==> src/rtl/hazard3_instr_compress_if.sv <==
// hazard3_instr_compress_if: instruction-in / packed-word-out streams.
// Both valid/ready handshakes plus the flush request.
interface hazard3_instr_compress_if;
   logic        in_valid;
   logic        in_ready;
   logic [31:0] in_instr;
   logic        in_flush;
   logic        out_valid;
   logic        out_ready;
   logic [31:0] out_data;
   logic        out_last;

   modport master (
      output in_valid, in_instr, in_flush, out_ready,
      input  in_ready, out_valid, out_data, out_last
   );

   modport slave (
      input  in_valid, in_instr, in_flush, out_ready,
      output in_ready, out_valid, out_data, out_last
   );
endinterface

==> src/rtl/hazard3_instr_compress.sv <==
// hazard3_instr_compress: RV32I -> RVC compressor with halfword packer.
// Define HAZARD3_COMPRESS_SP_EN to also emit the SP-relative forms.
module hazard3_instr_compress #(
   parameter int W_STAT = 16
) (
   input  logic                    clk,
   input  logic                    rst,
   hazard3_instr_compress_if.slave bus,
   output logic [W_STAT-1:0]       stat_compressed
);

   localparam logic [6:0] OP_IMM = 7'h13;
   localparam logic [6:0] OP     = 7'h33;
   localparam logic [6:0] LUI    = 7'h37;
   localparam logic [6:0] LOAD   = 7'h03;
   localparam logic [6:0] STORE  = 7'h23;
   localparam logic [6:0] JAL    = 7'h6f;
   localparam logic [6:0] JALR   = 7'h67;
   localparam logic [6:0] BRANCH = 7'h63;

   typedef enum logic {EMPTY, HALF} state_t;

   logic [31:0] i;
   logic [6:0]  op, f7;
   logic [4:0]  rd, rs1, rs2;
   logic [2:0]  f3;
   logic [20:1] jo;
   logic [12:1] bo;
   logic [1:0]  alu2;
   logic        imm6_ok, rd_c, rs1_c, rs2_c;
   logic        is16;
   logic [15:0] c16;

   assign i       = bus.in_instr;
   assign op      = i[6:0];
   assign rd      = i[11:7];
   assign f3      = i[14:12];
   assign rs1     = i[19:15];
   assign rs2     = i[24:20];
   assign f7      = i[31:25];
   assign jo      = {i[31], i[19:12], i[20], i[30:21]};
   assign bo      = {i[31], i[7], i[30:25], i[11:8]};
   assign imm6_ok = (f7 == 7'h00) || (f7 == 7'h7f);
   assign rd_c    = rd[4:3] == 2'b01;
   assign rs1_c   = rs1[4:3] == 2'b01;
   assign rs2_c   = rs2[4:3] == 2'b01;
   assign alu2    = f3[2] ? {f3[1], f3[0] | ~f3[1]} : 2'b00;

   // Top-down priority: first matching form wins.
   always_comb begin
      is16 = 1'b1;
      c16  = 16'h0000;
      if (i == 32'h0000_0013)
         c16 = 16'h0001;
      else if (op == OP_IMM && f3 == 3'b000 && rd == rs1
               && rs1 != 5'd0 && imm6_ok && i[25:20] != 6'd0)
         c16 = {3'b000, i[25], rd, i[24:20], 2'b01};
      else if (op == OP_IMM && f3 == 3'b000 && rs1 == 5'd0
               && rd != 5'd0 && imm6_ok)
         c16 = {3'b010, i[25], rd, i[24:20], 2'b01};
      else if (op == LUI && rd != 5'd0 && rd != 5'd2
               && (i[31:17] == '0 || i[31:17] == '1)
               && i[17:12] != 6'd0)
         c16 = {3'b011, i[17], rd, i[16:12], 2'b01};
      else if (op == OP_IMM && f3 == 3'b001 && f7 == 7'h00
               && rd == rs1 && rd != 5'd0 && rs2 != 5'd0)
         c16 = {4'b0000, rd, rs2, 2'b10};
      else if (op == OP_IMM && f3 == 3'b101
               && (f7 == 7'h00 || f7 == 7'h20)
               && rd == rs1 && rd_c && rs2 != 5'd0)
         c16 = {5'b10000, i[30], rd[2:0], rs2, 2'b01};
      else if (op == OP_IMM && f3 == 3'b111 && rd == rs1
               && rd_c && imm6_ok)
         c16 = {3'b100, i[25], 2'b10, rd[2:0], i[24:20], 2'b01};
      else if (op == OP && rd == rs1 && rd_c && rs2_c
               && ((f7 == 7'h20 && f3 == 3'b000)
                   || (f7 == 7'h00 && f3[2]
                       && f3 != 3'b101)))
         c16 = {6'b100011, rd[2:0], alu2, rs2[2:0], 2'b01};
      else if (op == OP && f3 == 3'b000 && f7 == 7'h00
               && rd == rs1 && rd != 5'd0 && rs2 != 5'd0)
         c16 = {4'b1001, rd, rs2, 2'b10};
      else if (op == OP && f3 == 3'b000 && f7 == 7'h00
               && rs1 == 5'd0 && rd != 5'd0 && rs2 != 5'd0)
         c16 = {4'b1000, rd, rs2, 2'b10};
      else if (op == LOAD && f3 == 3'b010 && rd_c && rs1_c
               && i[31:27] == 5'd0 && i[21:20] == 2'd0)
         c16 = {3'b010, i[25:23], rs1[2:0], i[22], i[26],
                rd[2:0], 2'b00};
      else if (op == STORE && f3 == 3'b010 && rs1_c && rs2_c
               && i[31:27] == 5'd0 && i[8:7] == 2'd0)
         c16 = {3'b110, i[25], i[11:10], rs1[2:0], i[9], i[26],
                rs2[2:0], 2'b00};
      else if (op == JAL && rd[4:1] == 4'd0
               && (jo[20:11] == '0 || jo[20:11] == '1))
         c16 = {~rd[0], 2'b01, jo[11], jo[4], jo[9:8], jo[10],
                jo[6], jo[7], jo[3:1], jo[5], 2'b01};
      else if (op == JALR && f3 == 3'b000 && rd[4:1] == 4'd0
               && rs1 != 5'd0 && i[31:20] == 12'd0)
         c16 = {3'b100, rd[0], rs1, 5'd0, 2'b10};
      else if (op == BRANCH && f3[2:1] == 2'b00 && rs2 == 5'd0
               && rs1_c && (bo[12:8] == '0 || bo[12:8] == '1))
         c16 = {2'b11, f3[0], bo[8], bo[4:3], rs1[2:0], bo[7:6],
                bo[2:1], bo[5], 2'b01};
      else if (i == 32'h0010_0073)
         c16 = 16'h9002;
`ifdef HAZARD3_COMPRESS_SP_EN
      else if (op == LOAD && f3 == 3'b010 && rs1 == 5'd2
               && rd != 5'd0 && i[31:28] == 4'd0
               && i[21:20] == 2'd0)
         c16 = {3'b010, i[25], rd, i[24:22], i[27:26], 2'b10};
      else if (op == STORE && f3 == 3'b010 && rs1 == 5'd2
               && i[31:28] == 4'd0 && i[8:7] == 2'd0)
         c16 = {3'b110, i[25], i[11:9], i[27:26], rs2, 2'b10};
      else if (op == OP_IMM && f3 == 3'b000 && rs1 == 5'd2
               && rd_c && i[31:30] == 2'd0 && i[21:20] == 2'd0
               && i[29:22] != 8'd0)
         c16 = {3'b000, i[25:24], i[29:26], i[22], i[23],
                rd[2:0], 2'b00};
      else if (op == OP_IMM && f3 == 3'b000 && rd == 5'd2
               && rs1 == 5'd2 && i[23:20] == 4'd0
               && (i[31:29] == 3'd0 || i[31:29] == 3'd7)
               && i[29:24] != 6'd0)
         c16 = {3'b011, i[29], 5'd2, i[24], i[26], i[28:27],
                i[25], 2'b01};
`endif
      else
         is16 = 1'b0;
   end

   state_t      state, state_nxt;
   logic [15:0] pend, pend_nxt;
   logic        ov_nxt, ol_nxt, accept, flush;
   logic [31:0] od_nxt;

   assign bus.in_ready = !bus.out_valid | bus.out_ready;
   assign accept = bus.in_valid & bus.in_ready;
   assign flush  = !bus.in_valid & bus.in_ready & bus.in_flush
                 & (state == HALF);

   always_comb begin
      state_nxt = state;
      pend_nxt  = pend;
      ov_nxt    = bus.out_valid;
      od_nxt    = bus.out_data;
      ol_nxt    = bus.out_last;
      if (bus.in_ready)
         ov_nxt = 1'b0;
      if (accept) begin
         ol_nxt = 1'b0;
         unique case (state)
            EMPTY: begin
               if (is16) begin
                  pend_nxt  = c16;
                  state_nxt = HALF;
               end else begin
                  ov_nxt = 1'b1;
                  od_nxt = i;
               end
            end
            HALF: begin
               ov_nxt = 1'b1;
               if (is16) begin
                  od_nxt    = {c16, pend};
                  state_nxt = EMPTY;
               end else begin
                  od_nxt   = {i[15:0], pend};
                  pend_nxt = i[31:16];
               end
            end
            default: ;
         endcase
      end else if (flush) begin
         ov_nxt    = 1'b1;
         od_nxt    = {16'h0001, pend};
         ol_nxt    = 1'b1;
         state_nxt = EMPTY;
      end
   end

   always_ff @(posedge clk) begin
      if (rst) begin
         state           <= EMPTY;
         pend            <= 16'h0000;
         bus.out_valid   <= 1'b0;
         bus.out_data    <= 32'h0;
         bus.out_last    <= 1'b0;
         stat_compressed <= '0;
      end else begin
         state         <= state_nxt;
         pend          <= pend_nxt;
         bus.out_valid <= ov_nxt;
         bus.out_data  <= od_nxt;
         bus.out_last  <= ol_nxt;
         if (accept && is16 && !(&stat_compressed))
            stat_compressed <= stat_compressed + 1'b1;
      end
   end

endmodule

==> src/flat_wrapper.sv <==
// flat-port wrapper written by rule: the top's interface ports become plain ports
module hazard3_instr_compress_flat 
#(
   parameter int W_STAT = 16
)
  (clk, rst, stat_compressed, bus_in_valid, bus_in_instr, bus_in_flush, bus_out_ready, bus_in_ready, bus_out_valid, bus_out_data, bus_out_last);
  hazard3_instr_compress_if bus_i ();
  input  logic clk;
  input  logic rst;
  output logic [W_STAT-1:0] stat_compressed;
  input wire logic [$bits(bus_i.in_valid)-1:0] bus_in_valid;
  input wire logic [$bits(bus_i.in_instr)-1:0] bus_in_instr;
  input wire logic [$bits(bus_i.in_flush)-1:0] bus_in_flush;
  input wire logic [$bits(bus_i.out_ready)-1:0] bus_out_ready;
  output wire logic [$bits(bus_i.in_ready)-1:0] bus_in_ready;
  output wire logic [$bits(bus_i.out_valid)-1:0] bus_out_valid;
  output wire logic [$bits(bus_i.out_data)-1:0] bus_out_data;
  output wire logic [$bits(bus_i.out_last)-1:0] bus_out_last;
  assign bus_i.in_valid = bus_in_valid;
  assign bus_i.in_instr = bus_in_instr;
  assign bus_i.in_flush = bus_in_flush;
  assign bus_i.out_ready = bus_out_ready;
  assign bus_in_ready = bus_i.in_ready;
  assign bus_out_valid = bus_i.out_valid;
  assign bus_out_data = bus_i.out_data;
  assign bus_out_last = bus_i.out_last;
  hazard3_instr_compress #(.W_STAT(W_STAT)) u_core (.clk(clk), .rst(rst), .bus(bus_i), .stat_compressed(stat_compressed));
endmodule
==> config.mk <==
export PLATFORM = sky130hd
export DESIGN_NAME = hazard3_instr_compress_flat
export DESIGN_NICKNAME = d
export VERILOG_FILES = /design/src/rtl/hazard3_instr_compress_if.sv /design/src/rtl/hazard3_instr_compress.sv /design/src/flat_wrapper.sv
export SDC_FILE = /design/constraint.sdc
export NUM_CORES = 1
export LEC_CHECK = 0
export CAP_MARGIN = 20
export CORE_ASPECT_RATIO = 0.75
export CORE_MARGIN = 2
export CORE_UTILIZATION = 31
export CTS_BUF_LIST = sky130_fd_sc_hd__clkbuf_8 sky130_fd_sc_hd__clkbuf_16
export CTS_CLUSTER_DIAMETER = 120
export DETAILED_ROUTE_END_ITERATION = 8
export GPL_TIMING_DRIVEN = 0
export PLACE_DENSITY_LB_ADDON = 0.3
export SLEW_MARGIN = 20
export SYNTH_ARGS = -nofsm -noshare
export SYNTH_HDL_FRONTEND = slang
export SYNTH_SLANG_ARGS = --single-unit
==> constraint.sdc <==
create_clock -name clk -period 5.05 [get_ports clk]
set_input_delay 1.01 -clock clk [delete_from_list [all_inputs] [get_ports clk]]
set_output_delay 1.01 -clock clk [all_outputs]
set_load 0.005 [all_outputs]
# [After elaboration in Yosys (flattened, before gate mapping)]
# Cells that the tools add are included.
[word_totals] input_bits=37 reg_bits=67 word_cells=190 output_inout_bits=51
[op_classes] n_eq_ne=28 mux=51 n_bitwise=9 n_addsub=1 n_reduce_logical=95
[ops] operator="$mux W16" n=18
[ops] operator="$mux W32" n=4
[ops] operator="$pmux W32 S2" n=1
[ops] operator="$logic_and A1 B1 Y1" n=63
[ops] operator="$eq A32 B21 Y1 const B" n=1
[ops] operator="$eq A32 B5 Y1 const B" n=1
[ops] operator="$pmux W16 S2" n=1
[ops] operator="$eq A7 B6 Y1 const B" n=4
[ops] operator="$eq A7 B7 Y1 const B" n=4
[ops] operator="$mux W1" n=24
[ops] operator="$logic_not A5 Y1" n=4
[ops] operator="$add A16 B1 Y16 const B" n=1
[ops] operator="$reduce_and A16 Y1" n=1
[ops] operator="$eq A15 B15 Y1 const B" n=1
[ops] operator="$logic_not A15 Y1" n=1
[ops] operator="$reduce_bool A5 Y1" n=3
[ops] operator="$logic_not A12 Y1" n=1
[ops] operator="$reduce_bool A6 Y1" n=2
[ops] operator="$eq A10 B10 Y1 const B" n=1
[ops] operator="$logic_not A10 Y1" n=1
[ops] operator="$eq A7 B2 Y1 const B" n=1
[ops] operator="$eq A7 B5 Y1 const B" n=1
[ops] operator="$logic_not A7 Y1" n=1
[ops] operator="$eq A2 B1 Y1 const B" n=3
[ops] operator="other kinds (23)" n=41

# [Depth between registers and ports, before layout]
# Gate-level depths: netlist of run 1.
[depth] depth_word=23 ltp_mapped=12 depth_no_buf=9

# [Worst setup path after synthesis of run 1]
# OpenSTA, ideal clock, no wires.
[synth_timing] kind="in2reg" start="in bus_in_instr[17]" end="reg u_core.pend[10]" setup_slack_ns=1.189 required_time_ns=4.976 arrival_time_ns=3.787 path_buffers=2 cell_stages=10 setup_time_ns=0.074 path_cell_list="buf_4 -> or3_4 -> o31ai_4 -> nor4_2 -> or4_4 -> or4_4 -> or4_4 -> buf_6 -> a31o_1 -> a31oi_1"
[synth_via] elab_chain_cells=19 elab_cells_between_ends=78 classes_between="eq/ne (7); mux (32); reduce/logical (39)"
[synth_rtl] element="start: declaration" line_no="flat_wrapper.sv:12" source="input wire logic [$bits(bus_i.in_instr)-1:0] bus_in_instr;"
[synth_rtl] element="$eq A32 B21 Y1 / $reduce_bool A5 Y1 (equally long branches)" line_no="hazard3_instr_compress.sv:105, hazard3_instr_compress.sv:56, hazard3_instr_compress.sv:99"
[synth_rtl] element="$mux W1 / $logic_and A1 B1 Y1 (equally long branches)" line_no="hazard3_instr_compress.sv:105, hazard3_instr_compress.sv:99"
[synth_rtl] element="$mux W1 / $logic_and A1 B1 Y1 (equally long branches)" line_no="hazard3_instr_compress.sv:101, hazard3_instr_compress.sv:99"
[synth_rtl] element="$mux W1 / $mux W16 (equally long branches)" line_no="hazard3_instr_compress.sv:98" source="else if (op == JALR && f3 == 3'b000 && rd[4:1] == 4'd0"
[synth_rtl] element="$mux W1 / $mux W16 (equally long branches)" line_no="hazard3_instr_compress.sv:94" source="else if (op == JAL && rd[4:1] == 4'd0"
[synth_rtl] element="$mux W1 / $mux W16 (equally long branches)" line_no="hazard3_instr_compress.sv:90" source="else if (op == STORE && f3 == 3'b010 && rs1_c && rs2_c"
[synth_rtl] element="$mux W1 / $mux W16 (equally long branches)" line_no="hazard3_instr_compress.sv:86" source="else if (op == LOAD && f3 == 3'b010 && rd_c && rs1_c"
[synth_rtl] element="$mux W1 / $mux W16 (equally long branches)" line_no="hazard3_instr_compress.sv:83" source="else if (op == OP && f3 == 3'b000 && f7 == 7'h00"
[synth_rtl] element="(+3 left out)"
[synth_rtl] element="$mux W1 / $mux W16 (equally long branches)" line_no="hazard3_instr_compress.sv:68" source="else if (op == OP_IMM && f3 == 3'b101"
[synth_rtl] element="$mux W1 / $mux W16 (equally long branches)" line_no="hazard3_instr_compress.sv:65" source="else if (op == OP_IMM && f3 == 3'b001 && f7 == 7'h00"
[synth_rtl] element="$mux W1 / $mux W16 (equally long branches)" line_no="hazard3_instr_compress.sv:61" source="else if (op == LUI && rd != 5'd0 && rd != 5'd2"
[synth_rtl] element="$mux W1 / $mux W16 (equally long branches)" line_no="hazard3_instr_compress.sv:58" source="else if (op == OP_IMM && f3 == 3'b000 && rs1 == 5'd0"
[synth_rtl] element="$mux W1 / $mux W16 (equally long branches)" line_no="hazard3_instr_compress.sv:55" source="else if (op == OP_IMM && f3 == 3'b000 && rd == rs1"
[synth_rtl] element="$mux W1 / $mux W16 (equally long branches)" line_no="hazard3_instr_compress.sv:53" source="if (i == 32'h0000_0013)"
[synth_rtl] element="$ne A2 B2 Y1 (no line), or another cell as far along"
[synth_rtl] element="$reduce_and A3 Y1 (no line) / $pmux W16 S2 (equally long branches)"
[synth_rtl] element="end signal: assignment" line_no="hazard3_instr_compress.sv:191" source="pend <= pend_nxt;"
[synth_rtl] element="end: declaration" line_no="hazard3_instr_compress.sv:132" source="logic [15:0] pend, pend_nxt;"
# Parallel ways exist; a longest one is shown, timed or not. The select of a mux whose other input is x is not followed.
# A chain may end at the register's enable or synchronous reset.

# [Worst setup path after layout of run 1]
[layout_timing] start="in bus_in_instr[23]" end="reg u_core.pend[15]"
[layout_via] elab_chain_cells=21 elab_cells_between_ends=63 classes_between="eq/ne (6); mux (34); reduce/logical (23)"
[layout_rtl] element="parallel branches: the longest is 21 deep, another holds $eq A32 B21 Y1"
# Several ways; the timed one is not identified. The select of a mux whose other input is x is not followed.

==> out/metrics.csv, run 1 <==
metric,value,unit
status,"finished, final reports clean",
synth_nets,719,
setup_viol,0,
port_buffers,73,
highest_layer,met5,
io_pins,88,
maxCapViolCount,0,
multi_input_area,3411,um2
die_w,151.7,um
r2r_setup_slack,2170,ps
post_cts_buffers,0,
routed_wl,23330,um
gp_congestion,1.000,
synthCells,681,
synth_cell_types,77,
antenna_found_initial,0,
tightest_slew,1044,ps
vias,6345,
async_flop_share,0,%
finalCritPeriodShare,97.22,%
syn_avg_cell_area,7.443,um2
fin_crit,4909,ps
hold_path_depth,2,
cts_sinks,67,
core,16020,um2
power_switching,395.8,uW
drt-initial-drc-count,1096,
grt_pass1_wl,34810,um
whs,462.9,ps
p_int,1032,uW
finalClockSkew,9.365,ps
power,1428,uW
power_frac_seq,39.1,%
netlist_area,5069,um2
synth_edf_count,0,
cp-end-kind,flip-flop,
num-fill-cells,1717,
clockRootBuffer,clkbuf_16,
ctsHoldBuffers,0,
holdPathEnd,u_core.pend[15]$_SDFFE_PP0P_,
viasPerCell,6.474,
crit_type,input pin to flip-flop,
cts_max_level,3,
die_h,114.7,um
grt_usage,26.74,%
wl_met3,3485,um
finalNetCount,803,
crit_fanout,10,
start_util,31.65,%
clk_latency,340,ps
rsz0062_at_grt,no,
grt_max_degree,12,
die_area,17400,um2
crit_required,5250,ps
antenna_cells,0,
comb_power_share,16.8,%
power_density,224.0,nW/um2
slew_viol_final,0,
drive_gt1_share,7.273,%
area_growth,25.75,%
path_clk_slew,50,ps
regArea,1341,um2
seq_area_frac_synth,26.46,%
clockBufferDepth,2,
cts_tree,done,
ant_nets,0,
sw_frac_of_total,27.72,%
max_freq,203.7,MHz
core.rowCount,40,
dp_hpwl,17240,um
overflow,0,
peakVddDrop,0.1281,mV
wl_per_cell,23.81,um
firstDrtPassIters,6,
cp-start-kind,input pin,
final-hold-violation-count,0,
r2r-start,u_core.bus.out_valid$_SDFF_PP0_,
arrival,5110,ps
synth-seq-cells,67,
cts_made_buffers,9,
grt_pass1_vias,5629,
wl_met2,8361,um
slew_headroom,30.24,%
min-delay-start,u_core.pend[15]$_SDFFE_PP0P_,
synth-main-ff-cell,dfxtp_1,
r2r_cells,9,
wl_met1,10700,um
clkPwrFrac,44.1,%
cts_resized,0,
rr_endpoint,u_core.pend[15]$_SDFFE_PP0P_,
drc_errors,0,
p_leak,0.002080,uW
yosys_warnings,0,
hold_class,flip-flop to flip-flop,
## synthesized netlist by cell type (4+ instances only)
cell,n,area [um2]
dfxtp_1,67,1341
a21oi_1,60,300.3
nand2_1,54,202.7
nor2_1,53,198.9
clkbuf_1,43,161.4
o21ai_0,40,200.2
nand3_1,34,170.2
nor4_1,21,131.4
inv_1,20,75.07
or3_1,19,118.9
a311oi_1,18,157.7
nand4_1,17,106.4
nor3_1,15,75.07
a211oi_1,10,75.07
a22o_1,10,87.58
a31oi_1,10,62.56
xnor2_1,10,87.58
a22oi_1,9,67.56
o211ai_1,8,60.06
nor2b_1,7,43.79
o21a_1,7,52.55
a2111oi_0,6,52.55
a21o_1,6,45.04
and4_1,6,52.55
buf_4,6,45.04
or4_1,6,45.04
a211o_1,5,43.79
mux2i_1,5,50.05
nor3b_1,5,37.54
o31ai_1,5,37.54
o41ai_1,5,43.79
a221o_1,4,40.04
a32o_1,4,40.04
and3_1,4,25.02
nand2b_1,4,25.02
o22ai_1,4,25.02
or2_2,4,25.02
## metal layers
metal / track usage, % / vias to the layer above
met3: 10.24 / 77
met4: 8.210 / 2
met5: 2.222 / -
met2: 33.63 / 514
li1: - / 2830
met1: 40.65 / 2922
## registers in the layout, indices dropped and copies added, names as in the netlist
register / count
u_core.bus.out_data: 32
u_core.pend: 16
u_core.stat_compressed: 16
u_core.bus.out_last: 1
u_core.bus.out_valid: 1
u_core.state: 1
## area by class of cell
type                    count  share of cell area (%)
multi-input cells         538                   53.51
well taps                 210                   4.122
plain buffers              56                   4.044
flip-flops and latches     67                   21.04
clock buffers              10                   3.750
inverters                  20                   1.178
repair buffers             73                   11.46
clock inverters             6                  0.8834
## cell usage in the layout, fill, tap and decap left out, types with 4 or more instances in the layout
cell type / Yosys / final
o22ai_1: 4 / 4
a31oi_1: 10 / 10
clkdlybuf4s50_1: 0 / 73
dfxtp_1: 67 / 67
or2_2: 4 / 4
or3_1: 19 / 19
clkbuf_1: 43 / 43
a211o_1: 5 / 5
a21o_1: 6 / 6
a221o_1: 4 / 4
or4_1: 6 / 6
nor3b_1: 5 / 5
nor2_1: 53 / 52
nand2_1: 54 / 54
nor4_2: 2 / 4
nand3_1: 34 / 34
nand4_1: 17 / 17
buf_4: 6 / 6
nor4_1: 21 / 19
nor2b_1: 7 / 7
o21ai_0: 40 / 40
and3_1: 4 / 4
o41ai_1: 5 / 5
inv_1: 20 / 21
clkbuf_16: 0 / 9
a22o_1: 10 / 10
a2111oi_0: 6 / 5
a22oi_1: 9 / 9
o21a_1: 7 / 7
a211oi_1: 10 / 10
xnor2_1: 10 / 10
nor3_1: 15 / 15
a21oi_1: 60 / 60
a311oi_1: 18 / 18
a32o_1: 4 / 4
o31ai_1: 5 / 5
and4_1: 6 / 6
nand2b_1: 4 / 4
mux2i_1: 5 / 5
o211ai_1: 8 / 8
## worst max-delay path by stage
stage / start / to / cells past startpoint
2_1_floorplan: bus_in_instr[17] / u_core.pend[10]$_SDFFE_PP0P_ / 10
3_3_place_gp: bus_in_instr[0] / u_core.bus.out_data[28]$_SDFFE_PP0P_ / 11
3_5_place_dp: bus_in_instr[7] / u_core.bus.out_data[10]$_SDFFE_PP0P_ / 10
4_1_cts: bus_in_instr[7] / u_core.bus.out_data[10]$_SDFFE_PP0P_ / 10
5_1_grt: bus_in_instr[28] / u_core.stat_compressed[3]$_SDFFE_PP0P_ / 11
6_report: bus_in_instr[23] / u_core.pend[15]$_SDFFE_PP0P_ / 11
## worst max-delay path, stage by stage
cell             delay (ps)
clkdlybuf4s50_1         710
or3_1                   470
clkbuf_1                220
nor3_1                  360
a2bb2o_1                310
nor4b_2                 880
or4_4                   330
o21ai_1                 210
buf_4                   290
nand2_1                 200
o21ai_0                 120
## power by group through the flow
stage / registers, uW / clock network, uW / logic [uW]
after detailed placement: 569 / 0 / 228
final: 559 / 629 / 240
after CTS: 558 / 638 / 230
after global placement: 570 / 0 / 231
after floorplan: 569 / 0 / 109
after global routing: 560 / 663 / 252
## per-stage QoR
step                cell area, um2  setup TNS (ps)  setup WS [ps]  utilization [%]  cells
floorplan                     5069               0           1189                -    681
global placement              6062          -14280         -515.0            37.85    964
detailed placement            6068          -445.3         -63.28            37.89    964
CTS                           6364               0          289.9            39.73    980
global route                  6374               0          31.82            39.80    980
finish                        6374               0          140.6            39.80    980
## cells by family after synthesis
| logic type | after synthesis | synth area share [%] |
|---|---|---|
| buffers and inverters | 76 | 6.566 |
| flip-flops | 67 | 26.46 |
| AO/OA/AOI/OAI | 238 | 32.71 |
| XOR/XNOR | 10 | 1.728 |
| multiplexers | 5 | 0.9874 |
| AND/OR/NAND/NOR | 284 | 31.30 |
| adder cells (fa/ha/maj) | 1 | 0.2468 |
(Power assumes the default switching activity.)
==> inputs of run 2 (changes only) <==
--- a/constraint.sdc
+++ b/constraint.sdc
@@ -3,2 +3,2 @@
 set_output_delay 1.01 -clock clk [all_outputs]
-set_load 0.005 [all_outputs]
+set_load 0.05 [all_outputs]
==> results of run 2 <==
Same layout as run 1 (identical final DEF). Status: finished, final reports clean.
Main changes from that run: total power 1428 uW -> 1492 uW; worst IR drop on VDD 0.1281 mV -> 0.1302 mV
==> inputs of run 3 (changes only) <==
CORE_ASPECT_RATIO = unset   (was 0.75)
CORE_UTILIZATION = 45   (was 31)
GPL_TIMING_DRIVEN = unset   (was 0)
==> out/metrics.csv, run 3 (synthesis gave the netlist of run 1 again) <==
metric,value,unit
status,"finished, final reports clean",
final_cell_mix,"87 x clkdlybuf4s50_1, 70 x buf_4, 67 x dfxtp_1",
hold_class,flip-flop to flip-flop,
maxCapViolCount,0,
peakVddDrop,0.2374,mV
drt-initial-drc-count,871,
largest_register_ffs,32,
crit_required,5270,ps
die_w,110.1,um
cts_resized,0,
crit_fanout,9,
start_util,46.35,%
drive_gt1_share,14.39,%
whs,448.4,ps
top_register,u_core.bus.out_data,
post_cts_buffers,0,
clockBufferDepth,2,
die_area,12130,um2
drc_errors,0,
cts_sinks,67,
cp-start-kind,input pin,
top_regs,"u_core.bus.out_data x32, u_core.pend x16, u_core.stat_compressed x16",
cts_max_level,3,
core,10940,um2
arrival,4700,ps
crit_type,input pin to flip-flop,
wl_per_cell,24.42,um
viasPerCell,6.927,
dp_hpwl,17730,um
final-hold-violation-count,0,
ant_nets,0,
ctsHoldBuffers,0,
slew_viol_final,0,
slew_headroom,47.91,%
clk_latency,330,ps
routed_wl,22930,um
setup_viol,0,
finalCritPeriodShare,88.84,%
gp_congestion,1.053,
grt_usage,37.79,%
port_buffers,87,
cts_tree,done,
rsz0062_at_grt,no,
overflow,0,
clockRootBuffer,clkbuf_16,
finalNetCount,832,
finalClockSkew,6.351,ps
fin_crit,4486,ps
p_leak,0.002388,uW
core.rowCount,38,
antenna_cells,0,
antenna_found_initial,0,
grt_max_degree,60,
tns,0,ps
cp-end-kind,flip-flop,
path_clk_slew,60,ps
max_freq,222.9,MHz
vias,6504,
grt_pass1_wl,34210,um
mostFrequentLayoutCell,clkdlybuf4s50_1,
io_pins,88,
tightest_slew,761.7,ps
power_density,226.1,nW/um2
area_growth,32.51,%
cts_made_buffers,9,
num-fill-cells,993,
firstDrtPassIters,6,
grt_pass1_vias,6030,
die_h,110.1,um
-- run 3: cell count changes in the layout (fill, tap and decap cells not counted), sizes merged --
cell and delta:
buf +58, clkbuf -42, clkdlybuf4s50 +14, clkinvlp -1
-- run 3: stage by stage --
| stage | power (uW) | instances | instance area (um2) | utilization [%] | worst slack [ps] |
|---|---|---|---|---|---|
| finish | 1518 | 939 | 6716 | 61.42 | 563.8 |
| global route | 1552 | 939 | 6716 | 61.42 | 357.8 |
| CTS | 1508 | 939 | 6708 | 61.34 | 368.7 |
| detailed placement | 877.4 | 923 | 6402 | 58.55 | 42.73 |
| global placement | 874.5 | 923 | 6402 | 58.55 | 103.7 |
| floorplan | 742.5 | 681 | 5069 | - | 1189 |
-- run 3: area by class of cell --
cell class	instances	area, um2	share of cell area [%]
clock buffer	11	252.7	3.763
clock inverter	5	52.55	0.7824
inverter	20	75.07	1.118
multi-input combinational	538	3403	50.67
sequential	67	1341	19.97
tap	140	175.2	2.608
timing repair buffer	158	1416	21.09
-- run 3: path summary, 6_finish.rpt --
kind,from,endpoint,slack (ps),cells past startpoint
max,bus_in_instr[31],u_core.pend[7]$_SDFFE_PP0P_,560,11
min reg2reg,u_core.bus.out_data[20]$_SDFFE_PP0P_,u_core.bus.out_data[20]$_SDFFE_PP0P_,450,1
min,u_core.bus.out_data[20]$_SDFFE_PP0P_,u_core.bus.out_data[20]$_SDFFE_PP0P_,450,1
max reg2reg,u_core.bus.out_valid$_SDFF_PP0_,u_core.bus.out_data[20]$_SDFFE_PP0P_,2280,9
-- run 3: worst max-delay path: stages --
cell and delay (ps):
clkdlybuf4s50_1 640, and4_1 340, a22oi_1 260, nor4_1 90, buf_4 180, or4_4 540, or4_4 570, or4_4 490
buf_4 190, and3_2 210, o21a_1 170
-- run 3: per-layer routing --
metal / routed length, um / GRT usage, % / vias up
met3: 2435 / 7.525 / 100
met5: 0 / 0 / -
met4: 1393 / 23.13 / 0
met1: 8972 / 47.61 / 3063
li1: - / - / 2879
met2: 10130 / 59.20 / 462
-- run 3: power by group --
| part | internal [uW] | leakage [uW] | switching [uW] |
|---|---|---|---|
| clock | 406 | 0.000157 | 235 |
| sequential | 548 | 0.000546 | 10.3 |
| combinational | 111 | 0.00169 | 208 |
| total | 1070 | 0.00239 | 453 |
